==> src/rtl/uart_tx_cfg_pkg.sv <==
// Shared definitions for the configurable UART transmitter.
//   tx_state_t   : transmitter FSM states
//   PAR_*        : par_mode encodings (11 behaves as PAR_NONE)
//   par_enabled  : true when a par_mode value requests a parity bit
package uart_tx_cfg_pkg;

    typedef enum logic [2:0] {
        IDLE   = 3'd0,
        START  = 3'd1,
        DATA   = 3'd2,
        PARITY = 3'd3,
        STOP   = 3'd4
    } tx_state_t;

    localparam logic [1:0] PAR_NONE = 2'b00;
    localparam logic [1:0] PAR_EVEN = 2'b01;
    localparam logic [1:0] PAR_ODD  = 2'b10;

    function automatic logic par_enabled(input logic [1:0] mode);
        return (mode == PAR_EVEN) || (mode == PAR_ODD);
    endfunction

endpackage

==> src/rtl/uart_tx_hold.sv <==
// One-entry holding register in front of the UART transmitter.
//   clk, reset          : clock, synchronous active-high reset
//   load                : a word is offered (tx_valid); accepted only while empty
//   load_data/par/stop2 : word and frame configuration offered with it
//   take                : the FSM consumes the entry (or the word being offered)
//   ready               : entry empty, an offered word is accepted this cycle
//   full                : entry holds a word
//   avail               : a word is available now, held or being accepted
//   data/par/stop2      : held word, or the offered one while empty (bypass)
module uart_tx_hold #(
    parameter int unsigned DBIT = 8
) (
    input  logic            clk,
    input  logic            reset,
    input  logic            load,
    input  logic [DBIT-1:0] load_data,
    input  logic [1:0]      load_par,
    input  logic            load_stop2,
    input  logic            take,
    output logic            ready,
    output logic            full,
    output logic            avail,
    output logic [DBIT-1:0] data,
    output logic [1:0]      par,
    output logic            stop2
);

    logic            full_reg;
    logic [DBIT-1:0] data_reg;
    logic [1:0]      par_reg;
    logic            stop2_reg;
    logic            accept;

    assign accept = load && !full_reg;

    always_ff @(posedge clk) begin
        if (reset) begin
            full_reg <= 1'b0;
        end else if (accept && !take) begin
            full_reg  <= 1'b1;
            data_reg  <= load_data;
            par_reg   <= load_par;
            stop2_reg <= load_stop2;
        end else if (take) begin
            // Covers a take of the held word and a take of the word being
            // accepted this cycle; either way the entry ends up empty.
            full_reg <= 1'b0;
        end
    end

    assign ready = !full_reg;
    assign full  = full_reg;
    assign avail = full_reg || accept;
    assign data  = full_reg ? data_reg  : load_data;
    assign par   = full_reg ? par_reg   : load_par;
    assign stop2 = full_reg ? stop2_reg : load_stop2;

endmodule

==> src/rtl/uart_tx_cfg.sv <==
// UART transmitter with per-word parity and stop-length configuration.
//   clk, reset   : clock, synchronous active-high reset
//   s_tick       : oversampling strobe, OS strobes per bit
//   tx_valid     : word offered on tx_din with par_mode and stop2
//   tx_din       : data word, sent LSB first
//   par_mode     : 00 none, 01 even, 10 odd, 11 none
//   stop2        : 0 -> SB_TICK stop ticks, 1 -> 2*SB_TICK stop ticks
//   tx_ready     : holding register empty
//   tx_busy      : FSM not idle
//   tx_done_tick : one-cycle pulse on the last stop tick
//   tx           : registered serial line, idles high
module uart_tx_cfg
    import uart_tx_cfg_pkg::*;
#(
    parameter int unsigned DBIT    = 8,
    parameter int unsigned OS      = 16,
    parameter int unsigned SB_TICK = 16
) (
    input  logic            clk,
    input  logic            reset,
    input  logic            s_tick,
    input  logic            tx_valid,
    input  logic [DBIT-1:0] tx_din,
    input  logic [1:0]      par_mode,
    input  logic            stop2,
    output logic            tx_ready,
    output logic            tx_busy,
    output logic            tx_done_tick,
    output logic            tx
);

    localparam int unsigned TMAX = (OS > 2 * SB_TICK) ? OS : 2 * SB_TICK;
    localparam int unsigned TW   = (TMAX > 1) ? $clog2(TMAX) : 1;
    localparam int unsigned BW   = (DBIT > 1) ? $clog2(DBIT) : 1;

    localparam logic [TW-1:0] OS_LAST  = TW'(OS - 1);
    localparam logic [TW-1:0] ST1_LAST = TW'(SB_TICK - 1);
    localparam logic [TW-1:0] ST2_LAST = TW'(2 * SB_TICK - 1);
    localparam logic [BW-1:0] BIT_LAST = BW'(DBIT - 1);

    tx_state_t       state_reg,   state_next;
    logic [TW-1:0]   tick_reg,    tick_next;
    logic [BW-1:0]   bit_reg,     bit_next;
    logic [DBIT-1:0] shift_reg,   shift_next;
    logic            par_en_reg,  par_en_next;
    logic            par_bit_reg, par_bit_next;
    logic            stop2_reg,   stop2_next;
    logic            tx_reg,      tx_next;

    logic            take;
    logic            hold_full;
    logic            hold_avail;
    logic [DBIT-1:0] hold_data;
    logic [1:0]      hold_par;
    logic            hold_stop2;
    logic [TW-1:0]   tick_last;
    logic            unit_end;

    uart_tx_hold #(
        .DBIT(DBIT)
    ) u_hold (
        .clk       (clk),
        .reset     (reset),
        .load      (tx_valid),
        .load_data (tx_din),
        .load_par  (par_mode),
        .load_stop2(stop2),
        .take      (take),
        .ready     (tx_ready),
        .full      (hold_full),
        .avail     (hold_avail),
        .data      (hold_data),
        .par       (hold_par),
        .stop2     (hold_stop2)
    );

    // Last tick index of the current bit (or of the whole stop period).
    assign tick_last = (state_reg == STOP) ? (stop2_reg ? ST2_LAST : ST1_LAST) : OS_LAST;
    assign unit_end  = s_tick && (tick_reg == tick_last);

    // State and datapath registers.
    always_ff @(posedge clk) begin
        if (reset) begin
            state_reg   <= IDLE;
            tick_reg    <= '0;
            bit_reg     <= '0;
            shift_reg   <= '0;
            par_en_reg  <= 1'b0;
            par_bit_reg <= 1'b0;
            stop2_reg   <= 1'b0;
            tx_reg      <= 1'b1;
        end else begin
            state_reg   <= state_next;
            tick_reg    <= tick_next;
            bit_reg     <= bit_next;
            shift_reg   <= shift_next;
            par_en_reg  <= par_en_next;
            par_bit_reg <= par_bit_next;
            stop2_reg   <= stop2_next;
            tx_reg      <= tx_next;
        end
    end

    // Next-state and datapath logic.
    always_comb begin
        state_next   = state_reg;
        tick_next    = tick_reg;
        bit_next     = bit_reg;
        shift_next   = shift_reg;
        par_en_next  = par_en_reg;
        par_bit_next = par_bit_reg;
        stop2_next   = stop2_reg;
        take         = 1'b0;

        unique case (state_reg)
            IDLE: begin
                if (hold_full) begin
                    state_next = START;
                end
            end
            START: begin
                if (unit_end) begin
                    state_next = DATA;
                end
            end
            DATA: begin
                if (unit_end) begin
                    shift_next = shift_reg >> 1;
                    if (bit_reg == BIT_LAST) begin
                        state_next = par_en_reg ? PARITY : STOP;
                    end else begin
                        bit_next = bit_reg + 1'b1;
                    end
                end
            end
            PARITY: begin
                if (unit_end) begin
                    state_next = STOP;
                end
            end
            STOP: begin
                if (unit_end) begin
                    // hold_avail includes a word accepted this very cycle.
                    state_next = hold_avail ? START : IDLE;
                end
            end
            default: state_next = IDLE;
        endcase

        if (state_next != state_reg || (state_reg == DATA && unit_end)) begin
            tick_next = '0;
        end else if (s_tick && state_reg != IDLE) begin
            tick_next = tick_reg + 1'b1;
        end

        if (state_next == START && state_reg != START) begin
            take         = 1'b1;
            bit_next     = '0;
            shift_next   = hold_data;
            par_en_next  = par_enabled(hold_par);
            par_bit_next = (^hold_data) ^ (hold_par == PAR_ODD);
            stop2_next   = hold_stop2;
        end

        case (state_next)
            START:   tx_next = 1'b0;
            DATA:    tx_next = shift_next[0];
            PARITY:  tx_next = par_bit_next;
            default: tx_next = 1'b1;
        endcase
    end

    // Outputs.
    always_comb begin
        tx_busy      = (state_reg != IDLE);
        tx_done_tick = (state_reg == STOP) && unit_end;
        tx           = tx_reg;
    end

endmodule
==> config.mk <==
export PLATFORM = sky130hd
export DESIGN_NAME = uart_tx_cfg
export DESIGN_NICKNAME = d
export VERILOG_FILES = /design/src/rtl/uart_tx_cfg_pkg.sv /design/src/rtl/uart_tx_hold.sv /design/src/rtl/uart_tx_cfg.sv
export SDC_FILE = /design/constraint.sdc
export NUM_CORES = 1
export LEC_CHECK = 0
export ABC_AREA = 1
export BUFFER_PORTS_ARGS = -buffer_cell sky130_fd_sc_hd__buf_2
export CORE_MARGIN = 2
export CORE_UTILIZATION = 55
export DETAILED_ROUTE_END_ITERATION = 16
export PLACE_DENSITY = 0.77
export SYNTH_ARGS = -nofsm -noshare
export SYNTH_HDL_FRONTEND = slang
export SYNTH_HIERARCHICAL = 1
export SYNTH_SLANG_ARGS = --single-unit
==> constraint.sdc <==
create_clock -name clk -period 3.3 [get_ports clk]
set_clock_uncertainty 0.15 [all_clocks]
set_input_delay 0.495 -clock clk [delete_from_list [all_inputs] [get_ports clk]]
set_output_delay 0.495 -clock clk [all_outputs]
set_load 0.03 [all_outputs]
# --- Word level (Yosys, flattened, before mapping) ---
# Cells that the tools add are included.
totals:
  reg_bits: 35
  out_inout_bits: 4
  wordCells: 76
classes:
  add_sub_neg: 2
  n_eq_ne: 13
  mux: 22
  bitwise_logic: 3
  reduce_logical: 23
op_table:
  columns: ["op", "count"]
  rows:
  - ["2-to-1 mux 8 bit", 4]
  - ["2-to-1 mux 3 bit", 7]
  - ["case mux 3 bit (5 select lines)", 1]
  - ["equality test 3 x 2 -> 1 bit (second input constant)", 4]
  - ["2-to-1 mux 5 bit", 2]
  - ["XOR reduction 8 bit", 1]
  - ["logical AND 1 bit", 7]
  - ["equality test 3 x 1 -> 1 bit (second input constant)", 2]
  - ["equality test 3 bit (second input constant)", 2]
  - ["2-to-1 mux 1 bit", 6]
  - ["nonzero test 2 bit", 3]
  - ["adder 5 x 1 -> 5 bit (second input constant)", 1]
  - ["equality test 5 bit", 1]
  - ["AND reduction 2 bit", 2]
  - ["OR reduction 2 bit", 2]
  - ["adder 3 x 1 -> 3 bit (second input constant)", 1]
  - ["logical NOT 3 bit", 1]
  - ["logical OR 1 bit", 3]
  - ["inequality test 3 x 1 -> 1 bit (second input constant)", 1]
  - ["inequality test 3 bit", 1]
  - ["case mux 1 bit (3 select lines)", 1]
  - ["AND reduction 3 bit", 1]
  - ["nonzero test 3 bit", 1]
  - ["equality test 2 x 1 -> 1 bit (second input constant)", 1]
  - ["5 further kinds", 7]

# --- Logic depth before layout (Yosys ltp) ---
logic_depth:
  word_depth: 12
  depth_mapped: 16

# --- Cells and area by module ---
# Netlist, hierarchy kept.
by_module_without_submodules:
  columns: ["mod", "instances", "cells_per_inst", "area_each_um2"]
  rows:
  - ["uart_tx_cfg", 1, 211, 1465.2]
  - ["uart_tx_hold", 1, 56, 526.8]

# --- Least setup slack after synthesis ---
# Ideal clock, no wire load.
synth_path:
  kind: "reg-to-reg"
  start: "register bit_reg[0]"
  end: "register u_hold.data_reg[0] (enable)"
  setup_ns: 0.378
  arrival_time_ns: 1.915
  path_slack_ns: 0.857
  path_stages_with_launch: 14
  synth_period_minus_slack_ns: 2.443
  path_cell_list: "dfxtp_1 -> ha_1 -> ha_1 -> nand2_1 -> nor2_1 -> nor2_1 -> nand3_1 -> nand3_1 -> nand2_2 -> nand3_4 -> inv_2 -> inv_1 -> nand2_1 -> nor2_1"
synth_between:
  elab_chain_len: 10
synth_lines:
  columns: ["element", "line", "text"]
  rows:
  - ["from (decl)", "uart_tx_cfg.sv:43", "logic [BW-1:0] bit_reg, bit_next;"]
  - ["from (signal assigned)", "uart_tx_cfg.sv:95", "bit_reg <= bit_next;"]
  - ["equality test 3 bit", "uart_tx_cfg.sv:129", "if (bit_reg == BIT_LAST) begin"]
  - ["2-to-1 mux 3 bit", "uart_tx_cfg.sv:129", null]
  - ["2-to-1 mux 3 bit", "uart_tx_cfg.sv:127", "if (unit_end) begin"]
  - ["case mux 3 bit (5 select lines)", "uart_tx_cfg.sv:115", "unique case (state_reg)"]
  - ["equality test 3 x 1 -> 1 bit", "uart_tx_cfg.sv:156", "if (state_next == START && state_reg != START) begin"]
  - ["logical AND 1 bit", "uart_tx_cfg.sv:156", null]
  - ["2-to-1 mux 1 bit", "uart_tx_cfg.sv:156", null]
  - ["named net take", "uart_tx_cfg.sv:50", "logic take;"]
  - ["logical NOT 1 bit", "uart_tx_hold.sv:39", "end else if (accept && !take) begin"]
  - ["logical AND 1 bit", "uart_tx_hold.sv:39", null]
  - ["AND reduction 2 bit (no line)", null, null]
  - ["to (signal assigned)", "uart_tx_hold.sv:41", "data_reg <= load_data;"]
  - ["to (decl)", "uart_tx_hold.sv:29", "logic [DBIT-1:0] data_reg;"]
# The timed path passes the listed nets, and every way through them passes these cells.
# A chain may end at the register's enable or synchronous reset.

# --- Worst setup path after layout ---
layout_path:
  start: "register bit_reg[0]"
  end: "register u_hold.data_reg[2] (enable)"
# Same word-level chain as after synthesis.

==> metrics.cfg <==
[worst_setup_path]
cp.required_ns = 3.20
crit_type = flip-flop to flip-flop
endpoint_kind = flip-flop
crit_buf_inv = 3
r2r-start = bit_reg[0]$_SDFFE_PP0P_
cp_common_cell = nor2_1
crit_path_cell_trace = ha_1 -> ha_1 -> nand2_1 -> nor2_1 -> nor2_1 -> nand3_1 -> nand3_1 -> nand2_2 -> nand3_4 -> inv_2 -> inv_1 -> nand2_1 -> nor2_1 -> buf_4
r2r-end = u_hold/data_reg[2]$_DFFE_PP_
crit_path_top_delay_cell = dfxtp_1
crit_fanout = 19
cp.arrival_ns = 2.35
cp-start-kind = flip-flop
cp_top_family = simple AND/OR/NAND/NOR gates
ff2ff_path_depth = 14
r2r_setup_slack_ns = 0.86
critical_path.max_stage_delay_ns = 0.34

[place]
dpl.cell_count = 327
gp_congestion = 0.9173
dp_slack_ns = 0.8480
port_buffers = 18
hpwlAfterDp_um = 2687

[timing]
fmax_mhz = 409.2
min_period_over_period = 0.7406
finalSetupViolations = 0
worst_slew_margin_rel = 0.6742
hold_viol_final = 0
layout_setup_ws_ns = 0.8560
fin_crit_ns = 2.444
tns_ns = 0
rsz0062_at_grt = no
maxSlewViolCount = 0
tightest_slew_ns = 0.4880

[die]
chipHeight_um = 64.18
dieArea_um2 = 4119
rows = 21
core_area_um2 = 3416
start_util = 0.5832
io_pins = 19
die_w_um = 64.18

[yosys]
yosysTopAreaCell = dfxtp_1
synthArstFlopShare = 0
synth_fp_nets = 286
avgSynthCellArea_um2 = 7.460
synth_flop_cell = dfxtp_1
ys_ff_latch = 35
ys_seq_area_frac = 0.4070
synth_top_area_share = 0.2412
netlist_top_cells_area = dfxtp_1, nand2_1, edfxtp_1
syn_inst = 267
syn-cell-area_um2 = 1992
ys_types = 33
yosys_warnings = 6
synth_edf_count = 11

[finish]
drive_gt1_frac = 0.1488
area_growth_pct = 8.040
diodes = 0
final_cell_mix = nand2_1, nor2_1, inv_1, dfxtp_1, buf_2
nNetsFinal = 307
mostFrequentLayoutCell = nand2_1
fillers = 308
final_cells = 335

[global_routing]
grt_max_degree = 20
antenna_found_initial = 0
grt_pass1_wl_um = 6506
grt_overflow_total = 0
grt.total_usage = 0.1996
first_global_vias = 1566

[routing]
post_drt_wl_per_cell_um = 10.82
drtPass1Iterations = 4
routed_via_density = 5.078
drcViolationCount = 0
drtIter0Drc = 95
ant_nets = 0
wl_um = 3624
vias = 1701

[hold_path]
worstHoldPathType = input port to flip-flop
min_to = u_hold/data_reg[2]$_DFFE_PP_
hold_depth = 1
min_from = tx_din[2]

[clock_network]
clkLatencyLatePin_ns = 0.34
hold_buffers = 0
post-cts-setup-buffer-count = 0
tritoncts = yes
cts_max_path_buffers = 2
clock-sinks = 35
cts_buffers = 5
cts-resized-gates = 0
h-tree-depth = 2
clockRootBuffer = clkbuf_4
clkTransAtPathRegs_ns = 0.10

[flow_run]
drv_cap = 0

[power_and_ir_drop]
powerDensity_nw_per_um2 = 408.2
ir_worst_vdd_mv = 0.2149
p_leak_nw = 1.024

[outcome]
status = complete, no violations

kinds of logic (layout without fill, tap and decap cells):
logic type | Yosys count | after routing | synth area share
adders and majority gates | 4 | 4 | 0.02513
and+or+nand+nor | 170 | 170 | 0.4008
DFF | 35 | 35 | 0.4070
buffers and inverters | 34 | 56 | 0.07977
xor gates and xnor gates | 10 | 10 | 0.04397
muxes | 1 | 1 | 0.005025
AOI/OAI and AO/OA | 13 | 13 | 0.03832
layer usage:
| layer | global-route usage | part of all wire | vias up |
|---|---|---|---|
| met4 | 0.08245 | 0.012 | 0 |
| met1 | 0.2679 | 0.48 | 774 |
| met2 | 0.3125 | 0.45 | 34 |
| met3 | 0.04225 | 0.053 | 5 |
| li1 | - | - | 888 |
| met5 | 0 | 0 | - |
synthesized netlist by cell type (all sizes together), types with 2 or more instances:
| master | number |
|---|---|
| nand2 | 97 |
| nor2 | 35 |
| inv | 28 |
| dfxtp | 24 |
| nand3 | 23 |
| edfxtp | 11 |
| a21oi | 8 |
| xor2 | 8 |
| nand4 | 6 |
| buf | 5 |
| ha | 4 |
| nor3 | 3 |
| nor3b | 3 |
| or2 | 3 |
| o21ai | 2 |
| xnor2 | 2 |
power breakdown:
group          leakage (nW)  switching [W]  internal [W]
Combinational         0.698       0.000113     0.0000612
Sequential            0.297      0.0000149      0.000469
Clock                0.0293       0.000137     0.0000829
worst max path at each step:
stage,end,slack [ns],start,cells past startpoint
finish,u_hold/data_reg[2]$_DFFE_PP_,0.86,bit_reg[0]$_SDFFE_PP0P_,14
floorplan,u_hold/data_reg[0]$_DFFE_PP_,0.86,bit_reg[0]$_SDFFE_PP0P_,13
global placement,u_hold/data_reg[2]$_DFFE_PP_,0.90,s_tick,12
CTS,u_hold/stop2_reg$_DFFE_PP_,0.83,bit_reg[0]$_SDFFE_PP0P_,14
global route,u_hold/data_reg[7]$_DFFE_PP_,0.56,bit_reg[0]$_SDFFE_PP0P_,14
detailed placement,u_hold/data_reg[2]$_DFFE_PP_,0.85,s_tick,12
layout make-up:
class | instances | area, um^2 | share of cell area
tap | 46 | 57.56 | 0.02674
multi-input combinational | 198 | 1022 | 0.4750
timing repair buffer | 19 | 97.59 | 0.04535
inverter | 29 | 113.9 | 0.05291
sequential | 35 | 810.8 | 0.3767
clock inverter | 1 | 5.005 | 0.002326
clock buffer | 7 | 45.04 | 0.02093
metrics by stage:
stage	total power [W]	utilization	cell area (um^2)	hold slack, ns
floorplan	0.0006302	-	1992	0.2904
detailed placement	0.0006680	0.6154	2102	0.3131
finish	0.0008785	0.6300	2152	0.1868
CTS	0.0008880	0.6300	2152	0.1732
global route	0.0009340	0.6300	2152	0.1778
global placement	0.0006646	0.6154	2102	0.3056
(Power assumes the default switching activity.)
